--- config.mk ---
export PLATFORM = sky130hd
export DESIGN_NAME = motor_cmd_scheduler
export DESIGN_NICKNAME = d
export VERILOG_FILES = /design/src/rtl/motor_cmd_scheduler.sv
export SDC_FILE = /design/constraint.sdc
export NUM_CORES = 1
export LEC_CHECK = 0
export CAP_MARGIN = 20
export CORE_ASPECT_RATIO = 1.2
export CORE_MARGIN = 3
export CORE_UTILIZATION = 40
export CTS_CLUSTER_DIAMETER = 150
export CTS_CLUSTER_SIZE = 10
export DETAILED_ROUTE_END_ITERATION = 6
export HOLD_SLACK_MARGIN = 0.15
export SLEW_MARGIN = 25
export SYNTH_ARGS = -nofsm -noshare
export SYNTH_HDL_FRONTEND = slang
export SYNTH_SLANG_ARGS = --single-unit
--- constraint.sdc ---
create_clock -name CLK_50MHZ -period 8.2 [get_ports CLK_50MHZ]
set_clock_uncertainty 0.15 [all_clocks]
set_input_delay 2.05 -clock CLK_50MHZ [delete_from_list [all_inputs] [get_ports CLK_50MHZ]]
set_output_delay 2.05 -clock CLK_50MHZ [all_outputs]
set_load 0.01 [all_outputs]
--- src/rtl/motor_cmd_scheduler.sv ---
// motor_cmd_scheduler
//   Turns absolute target positions into relative chunked move commands for
//   one stepper channel. Each chunk goes into the channel's command FIFO as a
//   single-cycle write strobe. A credit counter that mirrors the free FIFO
//   slots makes sure the FIFO can never overflow.
//
// Ports
//   CLK_50MHZ        clock
//   rst              synchronous active-high reset
//   tgt_valid/ready  target handshake (ready only while idle)
//   tgt_pos          absolute target, two's complement
//   tgt_vel_div      requested velocity divider (clamped up to VEL_DIV_MIN)
//   abort            drop the unissued remainder of the current target
//   move_done        channel consumed one command (returns one credit)
//   newPosSignal     FIFO write strobe
//   deltaPos/moveDir/velocityMax_div  chunk payload, held after the strobe
//   cmd_pos          position after all issued chunks
//   credits          free FIFO slots
//   busy             target in flight or FIFO not yet drained
module motor_cmd_scheduler #(
  parameter int unsigned POS_W       = 32,
  parameter int unsigned MAX_CHUNK   = 65535,
  parameter int unsigned CREDITS     = 4,
  parameter logic [19:0] VEL_DIV_MIN = 20'h00115
) (
  input  logic             CLK_50MHZ,
  input  logic             rst,
  input  logic             tgt_valid,
  output logic             tgt_ready,
  input  logic [POS_W-1:0] tgt_pos,
  input  logic [19:0]      tgt_vel_div,
  input  logic             abort,
  input  logic             move_done,
  output logic             newPosSignal,
  output logic [15:0]      deltaPos,
  output logic             moveDir,
  output logic [19:0]      velocityMax_div,
  output logic [POS_W-1:0] cmd_pos,
  output logic [2:0]       credits,
  output logic             busy
);

  localparam logic [POS_W:0] MAX_CHUNK_W = (POS_W+1)'(MAX_CHUNK);
  localparam logic [2:0]     CRED_FULL   = 3'(CREDITS);

  typedef enum logic [1:0] {IDLE, CALC, ISSUE} state_e;

  state_e           state_q, state_d;
  logic [POS_W-1:0] tgt_pos_q, cmd_pos_q;
  logic [19:0]      vel_q, vel_clamped, vel_out_q;
  logic             dir_q, dir_out_q;
  logic [POS_W:0]   rem_q, diff, abs_diff, chunk;
  logic [15:0]      delta_q;
  logic [2:0]       credits_q, credits_d;
  logic             accept, issue, credit_ret;

  // Difference is taken one bit wider so any pair of POS_W positions fits.
  assign vel_clamped = (tgt_vel_div < VEL_DIV_MIN) ? VEL_DIV_MIN : tgt_vel_div;
  assign diff        = {tgt_pos_q[POS_W-1], tgt_pos_q} - {cmd_pos_q[POS_W-1], cmd_pos_q};
  assign abs_diff    = diff[POS_W] ? ('0 - diff) : diff;
  assign chunk       = (rem_q > MAX_CHUNK_W) ? MAX_CHUNK_W : rem_q;

  // State register
  always_ff @(posedge CLK_50MHZ) begin
    if (rst) state_q <= IDLE;
    else     state_q <= state_d;
  end

  // Next state
  always_comb begin
    state_d = state_q;
    case (state_q)
      IDLE:  if (accept) state_d = CALC;
      CALC:  if (abort || abs_diff == '0) state_d = IDLE;
             else                         state_d = ISSUE;
      // an abort in an issuing cycle still lets that strobe out
      ISSUE: if (abort || (issue && rem_q == chunk)) state_d = IDLE;
      default: state_d = IDLE;
    endcase
  end

  // Outputs of the FSM. The strobe is combinational so the first chunk is
  // written two cycles after accept and the scheduler is ready again in
  // the cycle right after the final strobe.
  always_comb begin
    tgt_ready  = (state_q == IDLE) && !rst;
    accept     = tgt_valid && tgt_ready;
    issue      = (state_q == ISSUE) && (credits_q != 3'd0) && !rst;
    credit_ret = move_done && (credits_q != CRED_FULL);
  end

  // A returned credit and an issued chunk in the same cycle cancel out.
  always_comb begin
    credits_d = credits_q;
    case ({issue, credit_ret})
      2'b10:   credits_d = credits_q - 3'd1;
      2'b01:   credits_d = credits_q + 3'd1;
      default: credits_d = credits_q;
    endcase
  end

  // Datapath
  always_ff @(posedge CLK_50MHZ) begin
    if (rst) begin
      tgt_pos_q <= '0;
      vel_q     <= '0;
      dir_q     <= 1'b0;
      rem_q     <= '0;
      cmd_pos_q <= '0;
      credits_q <= CRED_FULL;
      delta_q   <= '0;
      dir_out_q <= 1'b0;
      vel_out_q <= '0;
    end else begin
      credits_q <= credits_d;
      if (accept) begin
        tgt_pos_q <= tgt_pos;
        vel_q     <= vel_clamped;
      end
      if (state_q == CALC) begin
        dir_q <= ~diff[POS_W];
        rem_q <= abs_diff;
      end
      if (issue) begin
        rem_q     <= rem_q - chunk;
        cmd_pos_q <= dir_q ? (cmd_pos_q + chunk[POS_W-1:0])
                           : (cmd_pos_q - chunk[POS_W-1:0]);
        delta_q   <= chunk[15:0];
        dir_out_q <= dir_q;
        vel_out_q <= vel_q;
      end
    end
  end

  // Payload shows the live chunk during the strobe, the last one otherwise.
  assign newPosSignal    = issue;
  assign deltaPos        = issue ? chunk[15:0] : delta_q;
  assign moveDir         = issue ? dir_q       : dir_out_q;
  assign velocityMax_div = issue ? vel_q       : vel_out_q;
  assign cmd_pos         = cmd_pos_q;
  assign credits         = credits_q;
  assign busy            = (state_q != IDLE) || (credits_q != CRED_FULL);

endmodule
## Word level (Yosys, flattened, before mapping)

Cells that the tools add are included.

| storage, ports and cells | value |
|---|---|
| register bits | 160 |
| bits of input ports | 57 |

| operators by class | value |
|---|---|
| $add $sub $neg | 7 |
| reduce and logical (&&, ||, !) cells | 17 |
| equal/unequal tests | 8 |
| bitwise gates (word level) | 1 |
| magnitude comparators | 2 |
| muxes and demuxes | 14 |

Operators by type and width:

| cell | number |
|---|---|
| 33-bit 2-to-1 mux | 4 |
| 20-bit 2-to-1 mux | 2 |
| 33-bit == test | 1 |
| 33-bit by 16-bit greater-than comparator with 1-bit output (second input constant) | 1 |
| 33-bit logical NOT | 1 |
| 1-bit by 33-bit subtractor with 33-bit output (first input constant) | 1 |
| 32-bit by 32-bit subtractor with 33-bit output | 1 |
| 33-bit subtractor | 1 |
| 32-bit adder | 1 |
| 32-bit 2-to-1 mux | 1 |
| 32-bit subtractor | 1 |
| 20-bit by 9-bit < comparator with 1-bit output (second input constant) | 1 |
| 16-bit 2-to-1 mux | 1 |
| 1-bit logical AND | 6 |
| 2-bit 2-to-1 mux | 3 |
| 2-bit case mux with 3 select lines | 1 |
| 3-bit case mux with 2 select lines | 1 |
| 2-bit nonzero test | 3 |
| 2-bit by 1-bit == test with 1-bit output (second input constant) | 2 |
| 2-bit == test (second input constant) | 2 |
| 2-bit inequality test (second input constant) | 2 |
| 3-bit by 1-bit adder with 3-bit output (second input constant) | 1 |
| 1-bit logical OR | 3 |
| 3-bit inequality test (second input constant) | 1 |
| other kinds (7) | 7 |

## Depth between registers and ports, before layout

| depth | value |
|---|---|
| depth after elaboration | 7 |
| depth in mapped cells | 24 |
| gate-level depth less buffers | 22 |

## Worst setup path after synthesis

Ideal clock, no wire load.

| timing path | value |
|---|---|
| path kind | register to register |
| start point | register rem_q[16] |
| end point | register cmd_pos_q[28], in the netlist cmd_pos[28] |
| stages on the path, launching flop included | 23 |
| arrival time | 5.617 ns |
| slack | 2.300 ns |
| required time | 7.916 ns |
| clock period less this slack | 5.900 ns |
| setup time | 0.134 ns |
| path through | dfxtp_1 or4_1 or3_1 or3_1 or2_2 clkbuf_1 clkbuf_1 clkbuf_1 o21ai_0 o21ai_0 ha_1 a21oi_1 o21bai_1 a2111oi_0 o31ai_1 a21o_1 a31o_2 a211oi_1 o21ai_0 a2111oi_0 a31oi_1 a31oi_1 a211oi_1 |

| on the way | value |
|---|---|
| cells in the longest elaborated chain, start to end | 4 |
| elaborated cells between the ends (all ways) | 5 |
| those cells by class | add/sub: 2; order compare: 1; mux: 2 |

Ends and longest elaborated chain:

| item | RTL line | text |
|---|---|---|
| from (decl) | 52 | `logic [POS_W:0] rem_q, diff, abs_diff, chunk;` |
| from (signal assigned) | 122 | `rem_q <= abs_diff;` |
| from (signal assigned) | 125 | `rem_q <= rem_q - chunk;` |
| 33-bit by 16-bit greater-than comparator with 1-bit output | 61 | `assign chunk = (rem_q > MAX_CHUNK_W) ? MAX_CHUNK_W : rem_q;` |
| 33-bit 2-to-1 mux * | 61 |  |
| 32-bit subtractor or 32-bit adder (tied branches) | 127, 126 |  |
| 32-bit 2-to-1 mux * | 126 | `cmd_pos_q <= dir_q ? (cmd_pos_q + chunk[POS_W-1:0])` |
| to (signal assigned) | 126 |  |
| to (decl) | 49 | `logic [POS_W-1:0] tgt_pos_q, cmd_pos_q;` |

Every way passes the cells marked *; elsewhere a longest branch is shown, timed or not.
A chain may end at the register's enable or synchronous reset.

## Worst setup path after layout

Same ends and word-level chain as after synthesis.

==> flow_metrics.tcl <==
set metrics [dict create \
    grt_overflow_total 0 \
    synth_edf_count 0 \
    place_ws_ns 1.63 \
    yosys_most_used_dff "dfxtp_1" \
    netlist-cell-type-count 103 \
    swShare_pct 43.5 \
    area_growth_pct 17.1 \
    cp-startpoint "rem_q[16]" \
    min_period_ns 6.71 \
    nets 1874 \
    syn_area_per_cell_um2 7.25 \
    post-route-period-util_pct 81.8 \
    gp_congestion 0.871 \
    antenna_found_initial 0 \
    seq_area_frac_synth_pct 26.2 \
    setup_viol 0 \
    hold_buffers 0 \
    std_cell_rows 69 \
    die_area_um2 32700 \
    synth_seq_cells 160 \
    required_ns 8.34 \
    drive_gt1_share_pct 5.85 \
    async_flop_share_pct 0 \
    drt-total-wl_mm 37.8 \
    cp_num_buf_inv 0 \
    slowest_delay_ns 0.60 \
    power_density_nw_per_um2 240 \
    design_area_um2 14300 \
    mostFrequentLayoutCells "nand2_1 (310), a21oi_1 (175), dfxtp_1 (160)" \
    cts_tree "done" \
    synth_top_area_share_pct 26.2 \
    synth_top_cell_by_area "dfxtp_1" \
    syn_inst 1686 \
    drc 0 \
    min_path_type "reg -> reg" \
    portBuffers 131 \
    diodes 0 \
    start_kind "flip-flop" \
    critPathTopFamily "simple AND/OR/NAND/NOR gates" \
    ant_nets 0 \
    drt_iter0_drc 928 \
    fillers 3070 \
    die_h_um 198 \
    syn-cell-area_um2 12200 \
    final_util_pct 47.9 \
    cp_max_fo 43 \
    vias 12180 \
    cts_resized 0 \
    clockRootBuffer "clkbuf_16" \
    post_drt_wl_per_cell_um 17.6 \
    p_seq_share_pct 26.4 \
    peakVddDrop_mv 0.110 \
    ios 132 \
    leakagePower_nw 5.65 \
    fmax_mhz 149 \
    coreArea_um2 29900 \
    combPwrFrac_pct 48.2 \
    numCtsBuffers 17 \
    syn-num-nets 1813 \
    hpwl_mm 28.1 \
    end_kind "flip-flop" \
    via_per_inst 5.67 \
    status "completed" \
    hp-start "tgt_pos_q[17]" \
    pwr-share-clk_pct 25.3 \
    p_sw_mw 1.49 \
    first_pass_iters 5 \
    tightest_slew_ns 0.924 \
    fin_setup_tns_ns 0 \
    yosys_warnings 0 \
    relSlewSlack_pct 38.0 \
    place_area_um2 13700 \
    path_cells "or4_1 > or3_1 > or3_1 > or2_2 > nor2_1 > nand2_1 > nor2_2 > a21oi_1 > ha_1 > a21o_1 > a21o_1 > a21o_1 > a21o_1 > a21o_1 > a21o_1 > a211oi_1 > o21ai_0 > a2111oi_0 > a31oi_1 > a31oi_1 > a211oi_1" \
    cts.sinks 160 \
    die_x_um 166 \
    post-cts-setup-buffers 0 \
    rsz0062_at_grt "no" \
    insertion_delay_ns 0.44 \
    timing.rr.start "rem_q[16]" \
    grt_pass1_vias 11112 \
    timing.final.ws_setup_ns 1.49 \
    grt_pass1_wl_mm 59.7 \
    cap_violations 0 \
    finalPower_mw 3.44 \
    grt_max_degree 88 \
    report.final.slew_viol_count 0 \
    p_int_mw 1.94 \
    initial_utilization_pct 40.9 \
    crit_path_top_delay_cell "or4_1" \
    synth_area_leaders "dfxtp_1 (26%), nand2_1 (9.5%), a21oi_1 (7.2%), ha_1 (6.9%), o21ai_0 (5.2%)" \
    crit_top_cell "a21o_1" \
    path_class "reg -> reg" \
    grt_usage_pct 22.8 \
    hold_viol_final 0 \
    cp.arrival_ns 6.85 \
    path_clk_slew_ns 0.07 \
    final_common_cell "nand2_1" \
    clockBufferDepth 2 \
    htree_levels 4 \
]
==> area by class of cell <==
| class | count | area, um^2 | share of cell area (%) |
|---|---|---|---|
| Inverter | 66 | 248 | 1.73 |
| Sequential cell | 160 | 3200 | 22.4 |
| Timing Repair Buffer | 142 | 1390 | 9.72 |
| Clock inverter | 14 | 186 | 1.30 |
| Clock buffer | 18 | 439 | 3.07 |
| Tap cell | 390 | 488 | 3.41 |
| Multi-Input combinational cell | 1360 | 8360 | 58.4 |
==> state kept, by name (all words and copies together) (netlist names) <==
register	cells
tgt_pos_q	32
vel_out_q	20
rem_q	33
delta_q	16
cmd_pos	32
credits	3
dir_q	1
state_q	2
vel_q	20
dir_out_q	1
==> kinds of logic after synthesis <==
logic type	after synthesis	synth area share (%)
XOR/XNOR	88	6.43
flip-flops	160	26.2
multiplexers	8	0.655
AND/OR/NAND/NOR	654	24.9
AO/OA/AOI/OAI	540	28.9
adder cells (fa/ha/maj)	70	7.35
buffers and inverters	166	5.57
==> routing by layer <==
layer / global-route usage (%) / vias to the layer above / part of all wire (%)
li1: - / 6149 / -
met1: 30.5 / 5701 / 46
met2: 38.6 / 283 / 48
met3: 2.81 / 47 / 4.6
met4: 6.32 / 0 / 2.1
met5: 0 / - / 0
==> path summary, 6_finish.rpt <==
kind | endpoint | slack (ns) | depth (start not counted)
setup / recovery | cmd_pos[28] | 1.49 | 21
hold / removal | tgt_pos_q[17] | 0.31 | 2
setup reg to reg | cmd_pos[28] | 1.49 | 21
hold reg to reg | tgt_pos_q[17] | 0.31 | 2
==> worst reg2reg max path, delay by kind of cell, from the launching register on <==
family | cells | cell delay, ns
adder cells (fa/ha/maj) | 1 | 0.38
flip-flops | 1 | 0.37
AO/OA/AOI/OAI | 13 | 2.66
AND/OR/NAND/NOR | 7 | 3.01
==> synthesized netlist by cell type, drive strengths merged (6+ instances only) <==
library cell	number
nor2	126
a21oi	177
nand3	28
clkbuf	80
nor4	13
a21o	35
or3	15
dfxtp	160
o21ai	139
and3	22
or2	7
nor3	47
and2	25
o31ai	13
buf	19
nand2b	8
nand4	14
nor3b	8
o211ai	12
a31oi	18
o21a	11
mux2i	8
nor2b	6
xor2	35
ha	67
and4	6
o22ai	8
a221oi	14
a211o	6
a211oi	26
a2111oi	9
xnor2	53
or4	8
nand2	312
inv	65
o21bai	7
==> metrics by stage <==
step,hold WS [ns],cells
finish,0.311,2150
global route,0.327,2150
CTS,0.315,2150
detailed placement,0.297,2118
global placement,0.294,2118
floorplan,0.286,1686
==> power groups by stage <==
stage               clock network (mW)  logic [mW]  registers, mW
finish                           0.870        1.66          0.908
CTS                              0.885        1.64          0.907
detailed placement                   0        1.63          0.925
global placement                     0        1.62          0.924
floorplan                            0        1.23          0.894
global route                     0.918        1.83          0.918
Power figures use the tool's default switching activity.
